File: config.mk
export PLATFORM = sky130hd
export DESIGN_NAME = peatc_sweep_sequencer
export DESIGN_NICKNAME = d
export VERILOG_FILES = /design/src/rtl/peatc_sweep_sequencer.sv
export SDC_FILE = /design/constraint.sdc
export NUM_CORES = 1
export LEC_CHECK = 0
export ABC_AREA = 1
export BUFFER_PORTS_ARGS = -buffer_cell sky130_fd_sc_hd__clkbuf_2
export CORE_MARGIN = 5
export CORE_UTILIZATION = 52
export CTS_BUF_LIST = sky130_fd_sc_hd__clkbuf_4
export CTS_CLUSTER_DIAMETER = 60
export DETAILED_ROUTE_END_ITERATION = 10
export GPL_TIMING_DRIVEN = 1
export HOLD_SLACK_MARGIN = 0.12
export PLACE_DENSITY = 0.87
export SYNTH_ARGS = -nofsm -noshare
export SYNTH_HDL_FRONTEND = slang
export SYNTH_SLANG_ARGS = --single-unit
export TNS_END_PERCENT = 50
File: constraint.sdc
create_clock -name iClk -period 1.9 [get_ports iClk]
set_input_delay 0.285 -clock iClk [delete_from_list [all_inputs] [get_ports iClk]]
set_output_delay 0.285 -clock iClk [all_outputs]
set_load 0.005 [all_outputs]
File: src/rtl/peatc_sweep_sequencer.sv
// PEATC sweep sequencer: pops one host test command, then runs NSW
// stimulus/acquisition sweeps, streaming NSMP raw samples per sweep from
// the raw-sample RAM into the host TX FIFO with a programmable gap.
`timescale 1ns/1ps
module peatc_sweep_sequencer #(
   parameter int unsigned ACQ_TIMEOUT = 4096,
   parameter int unsigned GAP_SCALE   = 16
) (
   input  logic        iClk,
   input  logic        iReset,
   input  logic        iCmdEmpty,
   input  logic [31:0] i32CmdData,
   output logic        oCmdRdEn,
   output logic        oAcqStart,
   output logic [7:0]  o8SignSelec,
   input  logic        iAcqReady,
   output logic [7:0]  o8RamAddr,
   output logic        oRamRdEn,
   input  logic [15:0] i16RamData,
   output logic        oTxWrEn,
   output logic [15:0] o16TxData,
   input  logic        iTxFull,
   output logic        oBusy,
   output logic [7:0]  o8SweepIdx,
   output logic        oSweepDone,
   output logic        oCmdError
);

   localparam int unsigned TMO_W = $clog2(ACQ_TIMEOUT + 1);
   localparam int unsigned GAP_W = 16;

   typedef enum logic [2:0] {
      S_IDLE, S_LATCH, S_START, S_WAIT_ACQ,
      S_RAM_RD, S_RAM_CAP, S_TX_WR, S_GAP
   } state_t;

   state_t           state;
   logic [7:0]       nsw;
   logic [7:0]       nsmp;
   logic [7:0]       gap_units;
   logic [7:0]       addr;
   logic [7:0]       sweep;
   logic [15:0]      hold;
   logic [TMO_W-1:0] tmo_cnt;
   logic [GAP_W-1:0] gap_cnt;

   // addr, sweep index and sample hold register are the outputs themselves
   assign o8RamAddr  = addr;
   assign o8SweepIdx = sweep;
   assign o16TxData  = hold;

   // sequencer FSM; every strobe is a registered single-cycle pulse
   always_ff @(posedge iClk) begin
      if (!iReset) begin
         state       <= S_IDLE;
         nsw         <= '0;
         nsmp        <= '0;
         gap_units   <= '0;
         addr        <= '0;
         sweep       <= '0;
         hold        <= '0;
         tmo_cnt     <= '0;
         gap_cnt     <= '0;
         o8SignSelec <= '0;
         oCmdRdEn    <= 1'b0;
         oAcqStart   <= 1'b0;
         oRamRdEn    <= 1'b0;
         oTxWrEn     <= 1'b0;
         oBusy       <= 1'b0;
         oSweepDone  <= 1'b0;
         oCmdError   <= 1'b0;
      end else begin
         oCmdRdEn   <= 1'b0;
         oAcqStart  <= 1'b0;
         oRamRdEn   <= 1'b0;
         oTxWrEn    <= 1'b0;
         oSweepDone <= 1'b0;
         oCmdError  <= 1'b0;
         case (state)
            S_IDLE: begin
               if (!iCmdEmpty) begin
                  oCmdRdEn <= 1'b1;
                  oBusy    <= 1'b1;
                  state    <= S_LATCH;
               end
            end
            S_LATCH: begin
               // first LATCH cycle is the pop itself; FIFO dout is valid on the second
               if (!oCmdRdEn) begin
                  if ((i32CmdData[31:24] == 8'd0) || (i32CmdData[15:8] == 8'd0)) begin
                     oCmdError <= 1'b1;
                     oBusy     <= 1'b0;
                     state     <= S_IDLE;
                  end else begin
                     nsw         <= i32CmdData[31:24];
                     o8SignSelec <= i32CmdData[23:16];
                     nsmp        <= i32CmdData[15:8];
                     gap_units   <= i32CmdData[7:0];
                     sweep       <= '0;
                     state       <= S_START;
                  end
               end
            end
            S_START: begin
               oAcqStart <= 1'b1;
               tmo_cnt   <= '0;
               state     <= S_WAIT_ACQ;
            end
            S_WAIT_ACQ: begin
               if (iAcqReady) begin
                  addr     <= '0;
                  oRamRdEn <= 1'b1;
                  state    <= S_RAM_RD;
               end else if (tmo_cnt == TMO_W'(ACQ_TIMEOUT - 1)) begin
                  oCmdError <= 1'b1;
                  oBusy     <= 1'b0;
                  state     <= S_IDLE;
               end else begin
                  tmo_cnt <= tmo_cnt + TMO_W'(1);
               end
            end
            S_RAM_RD: begin
               state <= S_RAM_CAP;
            end
            S_RAM_CAP: begin
               hold  <= i16RamData;
               state <= S_TX_WR;
            end
            S_TX_WR: begin
               // hold here while the TX FIFO is full; hold register stays put
               if (!iTxFull) begin
                  oTxWrEn <= 1'b1;
                  if (addr == nsmp - 8'd1) begin
                     if (sweep == nsw - 8'd1) begin
                        oSweepDone <= 1'b1;
                        oBusy      <= 1'b0;
                        state      <= S_IDLE;
                     end else begin
                        gap_cnt <= GAP_W'(gap_units) * GAP_W'(GAP_SCALE);
                        state   <= S_GAP;
                     end
                  end else begin
                     addr     <= addr + 8'd1;
                     oRamRdEn <= 1'b1;
                     state    <= S_RAM_RD;
                  end
               end
            end
            S_GAP: begin
               // stays max(1, GAP*GAP_SCALE) cycles
               if (gap_cnt <= GAP_W'(1)) begin
                  sweep <= sweep + 8'd1;
                  state <= S_START;
               end else begin
                  gap_cnt <= gap_cnt - GAP_W'(1);
               end
            end
            default: begin
               oBusy <= 1'b0;
               state <= S_IDLE;
            end
         endcase
      end
   end

endmodule

==> results of run 1 <==
==> metrics by stage <==
stage | instance area [um^2] | worst slack (ns) | util [%]
after floorplan | 5489 | 0.09157 | -
after CTS | 6857 | -0.03097 | 66.42
after global routing | 7127 | -0.1587 | 69.03
after global placement | 6255 | 0.01696 | 60.59
after detailed placement | 6255 | -0.03688 | 60.59
final | 7127 | -0.05610 | 69.03
==> power groups by stage <==
stage	clock [mW]	combinational [mW]	sequential, mW
2_1_floorplan	0	1.28	2.58
3_3_place_gp	0	1.70	2.60
3_5_place_dp	0	1.76	2.62
4_1_cts	1.14	1.85	2.57
5_1_grt	1.22	2.32	2.62
6_report	1.12	2.06	2.60
==> layout make-up <==
type / instances / area, um^2 / share of cell area (%)
Multi-Input combinational cell: 553 / 3093 / 43.40
Clock buffer: 9 / 67.56 / 0.9480
Inverter: 118 / 445.4 / 6.250
Tap cell: 136 / 170.2 / 2.388
Sequential cell: 103 / 2079 / 29.18
Timing Repair Buffer: 177 / 1211 / 16.99
Clock inverter: 7 / 60.06 / 0.8427
==> layer usage <==
metal	track usage, %	routed length (um)
met1	29.50	6812
met3	5.989	1124
met2	39.89	7410
met4	5.849	371
met5	0	0
==> worst max-delay path, cell delays in order (launching register included) <==
cell,delay [ns]
dfxtp_1,0.38
inv_1,0.11
nand2_1,0.12
nor2_2,0.19
nand3_1,0.15
a21oi_4,0.21
or2_4,0.22
nand2_4,0.07
nor2_4,0.16
buf_4,0.13
nand2_1,0.05
a21oi_2,0.10
==> cells by family after synthesis <==
family | share of synthesized area (%)
compound gates | 16.89
xor+xnor | 4.308
fa+ha+maj | 1.596
buf+inv | 10.80
flops | 37.57
mux | 0.1824
simple gates | 28.65
==> state kept, by name, summed over array words and instances (netlist names), 3 cells and up <==
signal       cells
gap_cnt         16
gap_units        8
nsmp             8
nsw              8
o16TxData       16
o8RamAddr        8
o8SignSelec      8
o8SweepIdx       8
state            3
tmo_cnt         13
==> what timing repair did <==
action	in CTS	in global routing
endpoints found under the setup margin	24	47
endpoints found under the hold margin	44	0
pin swaps	1	19
hold buffers	42	0
setup buffers	1	6
gates cloned	2	2
resized for setup	7	65
==> cell usage in the layout (no fill, tap or decap), types with 9 or more instances in the layout <==
master and instances:
a21oi_1 87, buf_4 34, clkbuf_2 99, clkbuf_4 9, dfxtp_1 89, dfxtp_2 14, dlygate4sd3_1 42, inv_1 101
inv_2 16, nand2_1 140, nand2_2 12, nand3_1 36, nand4_1 17, nor2_1 65, nor2_2 13, nor3_1 11
o21ai_0 68, xnor2_1 10, xor2_1 17
==> how the worst max path moves through the flow <==
stage / slack [ns] / start / cells after the start / to
after CTS: -0.03 / gap_cnt[1] / 9 / o8SweepIdx[2]
after detailed placement: -0.04 / nsmp[1] / 13 / gap_cnt[0]
after floorplan: 0.09 / nsmp[0] / 12 / gap_cnt[0]
after global routing: -0.16 / gap_cnt[4] / 11 / o8SweepIdx[3]
after global placement: 0.02 / nsmp[1] / 13 / gap_cnt[0]
final: -0.06 / gap_cnt[4] / 11 / o8SweepIdx[7]
==> results.tsv, run 1 <==
stage	metric	value	unit
status	status	finished, violations left	
status	violations	negative setup slack	
global_routing	grt_max_degree	36	
worst_hold_path	hold_class	primary input to flop	
synthesis	synth.avg_cell_area	6.861	um^2
floorplanning	die_w	112.7	um
timing	tightest_slew	0.4576	ns
routing	drtAntennaViolNets	0	
timing	fin_worst_skew	0.02034	ns
setup_path	rr_endpoint	o8SweepIdx[7]	
setup_path	arrival	2.37	ns
routing	via_count	5914	
global_routing	grt_overflow_total	0	
finish	fillers	794	
global_routing	grt_usage	23.36	%
synthesis	ys_warn_count	0	
synthesis	dominantRegCellSynth	dfxtp_1	
finish	diodes	0	
timing	post-route-period-util	103.0	%
floorplanning	num_rows	37	
routing	drc	0	
clock_network	cts_num_sinks	103	
setup_path	endpoint_kind	flop	
synthesis	synthCells	800	
synthesis	ys_seq_area_share	37.57	%
power_and_ir_drop	power	5.783	mW
timing	maxSlewHeadroom	68.89	%
clock_network	cts_root_buf	clkbuf_4	
timing	holdWs	0.1372	ns
power_and_ir_drop	p_switching	2.256	mW
synthesis	ys_top_cells_by_area	dfxtp_1 (38%), nand2_1 (10%), a21oi_1 (8.5%)	
finish	final_nets	1022	
setup_path	cp.required	2.31	ns
clock_network	clk_pin_slew	0.17	ns
place	dp_cells	1034	
timing	timing.final.ws_setup	-0.05610	ns
routing	dr.pass1.iters	6	
synthesis	yosys.area.top_type	dfxtp_1	
setup_path	r2r_slack	-0.06	ns
global_routing	grt_pass1_vias	5475	
finish	layout.cells.non_filler	1103	
clock_network	cts_tree	done	
setup_path	cp-start-kind	flop	
power_and_ir_drop	p_seq_share	45.0	%
floorplanning	core	10320	um^2
clock_network	clock_latency	0.48	ns
clock_network	cts_buffer_depth	2	
synthesis	synthDistinctLibCells	45	
setup_path	timing.rr.start	gap_cnt[4]	
power_and_ir_drop	peakVddDrop	0.0006060	V
floorplanning	io-pin-count	100	
synthesis	netlist_area	5489	um^2
power_and_ir_drop	internal-power	3.527	mW
global_routing	grt_pass1_wl	24950	um
worst_hold_path	hold_path_startpoint	i32CmdData[14]	
setup_path	ff2ff_path_depth	11	
place	dp_hpwl	9998	um
worst_hold_path	whs_endpoint	nsmp[6]	
clock_network	cts_made_buffers	9	
synthesis	synth_edf_count	0	
synthesis	yosysTopAreaCellShare	37.57	%
power_and_ir_drop	powerDensity	811.4	nW/um^2
worst_hold_path	min_path_cells	3	
timing	hold_violations	0	
timing	setup_viol	4	
routing	vias_per_cell	5.362	
clock_network	htreeDepth	3	
floorplanning	dieArea	12710	um^2
setup_path	critPathKind	flop to flop	
timing	rsz0062_at_grt	true	
flow_run	cap_viol_max_count	0	
synthesis	ys_ff_latch	103	
place	port_buffers	99	
power_and_ir_drop	p_leak	3.037	nW
synthesis	syn_nets	860	
timing	fin_crit	1.956	ns
floorplanning	die_h	112.7	um
synthesis	synthTopCellsByCount	nand2_1 (148), inv_1 (107), dfxtp_1 (103)	
timing	slew_viol_final	0	
finish	drive_gt1_share	26.27	%
power_and_ir_drop	swShare	39.01	%
floorplanning	initial_core_util	53.17	%
setup_path	worstPathMaxFanout	5	
routing	drt_iter0_markers	546	
power_and_ir_drop	clkPwrFrac	19.4	%
routing	wl_per_cell	14.25	um
power_and_ir_drop	power_frac_comb	35.7	%
timing	fin_tns_setup	-0.1508	ns
synthesis	synthArstFlopShare	0	%
place	gp_congestion	0.8932	
synthesis	synth.most_common_cell	nand2_1	
routing	wl	15720	um
global_routing	antenna_found_initial	0	
finish	syn_to_final_growth	29.84	%
timing	clock.fmax	0.5112	GHz
Note: power is estimated with default switching activity, not from simulation.
==> run 2, diff against run 1 <==
--- a/config.mk
+++ b/config.mk
@@ -15,6 +15,8 @@
 export GPL_TIMING_DRIVEN = 1
 export HOLD_SLACK_MARGIN = 0.12
 export PLACE_DENSITY = 0.87
+export SETUP_SLACK_MARGIN = 0.15
+export SKIP_LAST_GASP = 1
 export SYNTH_ARGS = -nofsm -noshare
 export SYNTH_HDL_FRONTEND = slang
 export SYNTH_SLANG_ARGS = --single-unit
==> results.tsv, run 2 (synthesized netlist as in run 1, its figures left out) <==
stage	metric	value	unit	change
status	status	finished, violations left		
status	violations	negative setup slack		
power_and_ir_drop	internal-power	3.655	mW	+3.6%
clock_network	htreeDepth	3		unchanged
setup_path	worstPathMaxFanout	8		+3
power_and_ir_drop	power_frac_comb	35.6	%	about the same
setup_path	cp_cell_sequence	inv_4 -> ha_4 -> xnor2_1 -> nor2_1 -> nand4_1 -> nor2_1 -> nand2_2 -> nand2_4 -> buf_12 -> nand4_4 -> nand2_1 -> a21oi_1		
floorplanning	io-pin-count	100		unchanged
clock_network	cts_buffer_depth	2		unchanged
global_routing	grt_overflow_total	0		unchanged
routing	drtAntennaViolNets	0		unchanged
power_and_ir_drop	p_leak	3.085	nW	+1.6%
floorplanning	dieArea	12710	um^2	unchanged
finish	layout_commonest_cell	nand2_1		
power_and_ir_drop	swShare	38.35	%	-0.66 points
global_routing	grt_pass1_wl	25470	um	+2.1%
clock_network	cts_num_sinks	103		unchanged
routing	dr.pass1.iters	8		+2
place	pre_cts_ws	-0.03619	ns	+0.0006975 ns
setup_path	arrival	2.32	ns	-0.05 ns
setup_path	cpLargestDelayFamily	simple AND/OR/NAND/NOR gates		
routing	vias_per_cell	5.462		+1.9%
setup_path	critPathBufInv	2		unchanged
worst_hold_path	hold_class	primary input to flop		
floorplanning	die_w	112.7	um	unchanged
power_and_ir_drop	power	5.928	mW	+2.5%
timing	fin_tns_setup	-0.4674	ns	-0.3166 ns
setup_path	cp.required	2.27	ns	-0.04 ns
power_and_ir_drop	powerDensity	816.8	nW/um^2	+0.66%
global_routing	antenna_found_initial	0		unchanged
place	gp_congestion	0.8890		-0.47%
power_and_ir_drop	p_seq_share	44.0	%	-1.0 points
place	port_buffers	99		unchanged
timing	setup_viol	17		+13
setup_path	crit_slowest_cell	dfxtp_2		
clock_network	cts_made_buffers	9		unchanged
timing	tightest_slew	0.4355	ns	-0.02209 ns
timing	clock.fmax	0.5121	GHz	+0.17%
finish	multi_input_comb_area	3137	um^2	+1.4%
clock_network	cts_tree	done		
setup_path	endpoint_kind	flop		
finish	drive_gt1_share	26.88	%	+0.61 points
routing	drt_iter0_markers	662		+21%
timing	rsz0062_at_grt	true		
setup_path	critPathKind	flop to flop		
setup_path	critPathMostFrequentCell	nor2_1		
clock_network	cts_root_buf	clkbuf_4		
clock_network	clk_pin_slew	0.16	ns	about the same
floorplanning	die_h	112.7	um	unchanged
timing	slew_viol_final	0		unchanged
timing	fin_worst_skew	0.02106	ns	+0.0007221 ns
routing	drc	0		unchanged
finish	syn_to_final_growth	32.21	%	
timing	fin_crit	1.953	ns	-0.003394 ns
finish	diodes	0		unchanged
power_and_ir_drop	p_switching	2.273	mW	+0.77%
finish	fillers	774		-2.5%
finish	seqCellArea	2082	um^2	+0.12%
flow_run	cap_viol_max_count	0		unchanged
power_and_ir_drop	clkPwrFrac	20.4	%	+1.0 points
routing	wl	16510	um	+5.0%
timing	post-route-period-util	102.8	%	-0.18 points
timing	hold_violations	0		unchanged
place	dp_hpwl	9834	um	-1.6%
setup_path	cp-start-kind	flop		
routing	wl_per_cell	14.91	um	+4.6%
floorplanning	core	10320	um^2	unchanged
power_and_ir_drop	peakVddDrop	0.0006104	V	+0.72%
finish	layout_common_cells	nand2_1 (139), inv_1 (99), clkbuf_2 (99)		
timing	timing.final.ws_setup	-0.05271	ns	+0.003394 ns
timing	maxSlewHeadroom	70.93	%	+2.0 points
routing	via_count	6046		+2.2%
floorplanning	initial_core_util	53.17	%	unchanged
setup_path	slowest_delay	0.39	ns	about the same
global_routing	grt_usage	23.87	%	+0.51 points
finish	final_nets	1026		+0.39%
clock_network	clock_latency	0.48	ns	about the same
global_routing	grt_pass1_vias	5653		+3.3%
floorplanning	num_rows	37		unchanged
global_routing	grt_max_degree	36		unchanged
[run 2: cell types whose count changed in the layout (fill, tap and decap cells not counted), moves of 2 or more]
cell / previous run / this run
buf_4: 34 / 39
dlygate4sd3_1: 42 / 37
nor2_2: 13 / 8
dfxtp_2: 14 / 10
a21oi_1: 87 / 90
a21oi_2: 7 / 4
buf_12: 2 / 5
nor2_1: 65 / 68
dfxtp_1: 89 / 91
dfxtp_4: 0 / 2
inv_1: 101 / 99
nor2_4: 7 / 9
[run 2: worst min-delay path: cells and delay by family]
family          cells  cell delay (ns)
compound gates      2             0.19
buf+inv             1             0.08
[run 2: final timing paths]
check	startpoint	end	slack, ns	cells past startpoint
max	nsmp[0]	gap_cnt[9]	-0.05	12
max reg2reg	nsmp[0]	gap_cnt[9]	-0.05	12
min reg2reg	o16TxData[3]	o16TxData[3]	0.46	2
min	i32CmdData[26]	nsw[2]	0.12	3
[run 2: metrics by stage]
stage | hold slack (ns) | instances | cell area [um^2] | utilization, %
2_1_floorplan | 0.3630 | 800 | 5508 | -
3_3_place_gp | 0.4303 | 1031 | 6238 | 60.43
3_5_place_dp | 0.4387 | 1031 | 6238 | 60.43
4_1_cts | 0.1201 | 1095 | 6959 | 67.41
5_1_grt | 0.1503 | 1107 | 7257 | 70.29
6_report | 0.1249 | 1107 | 7257 | 70.29
[run 2: layout make-up]
type                    instances  share of cell area (%)
inverters                     118                   6.241
well taps                     136                   2.345
repair buffers                181                   17.50
multi-input cells             553                   43.22
flip-flops and latches        103                   28.69
clock inverters                 7                   1.069
clock buffers                   9                  0.9310
[run 2: layer usage]
layer	track usage (%)	wire length [um]
met3	5.401	1324
met1	29.93	6806
met4	9.135	480
met2	39.97	7893
met5	0	0
[run 2: power groups by stage]
stage / Sequential (mW) / Clock [mW] / Combinational, mW
after floorplan: 2.58 / 0 / 1.30
after global placement: 2.61 / 0 / 1.68
after detailed placement: 2.62 / 0 / 1.73
after CTS: 2.58 / 1.21 / 1.87
after global routing: 2.63 / 1.31 / 2.34
final: 2.61 / 1.21 / 2.11
[run 2: repair_timing]
item	4_1_cts	5_1_grt
hold buffers	37	0
resized for setup	22	56
pin swaps	16	11
buffers inserted	8	11
endpoints found under the hold margin	38	0
setup endpoints to repair	36	83
cloned	3	1
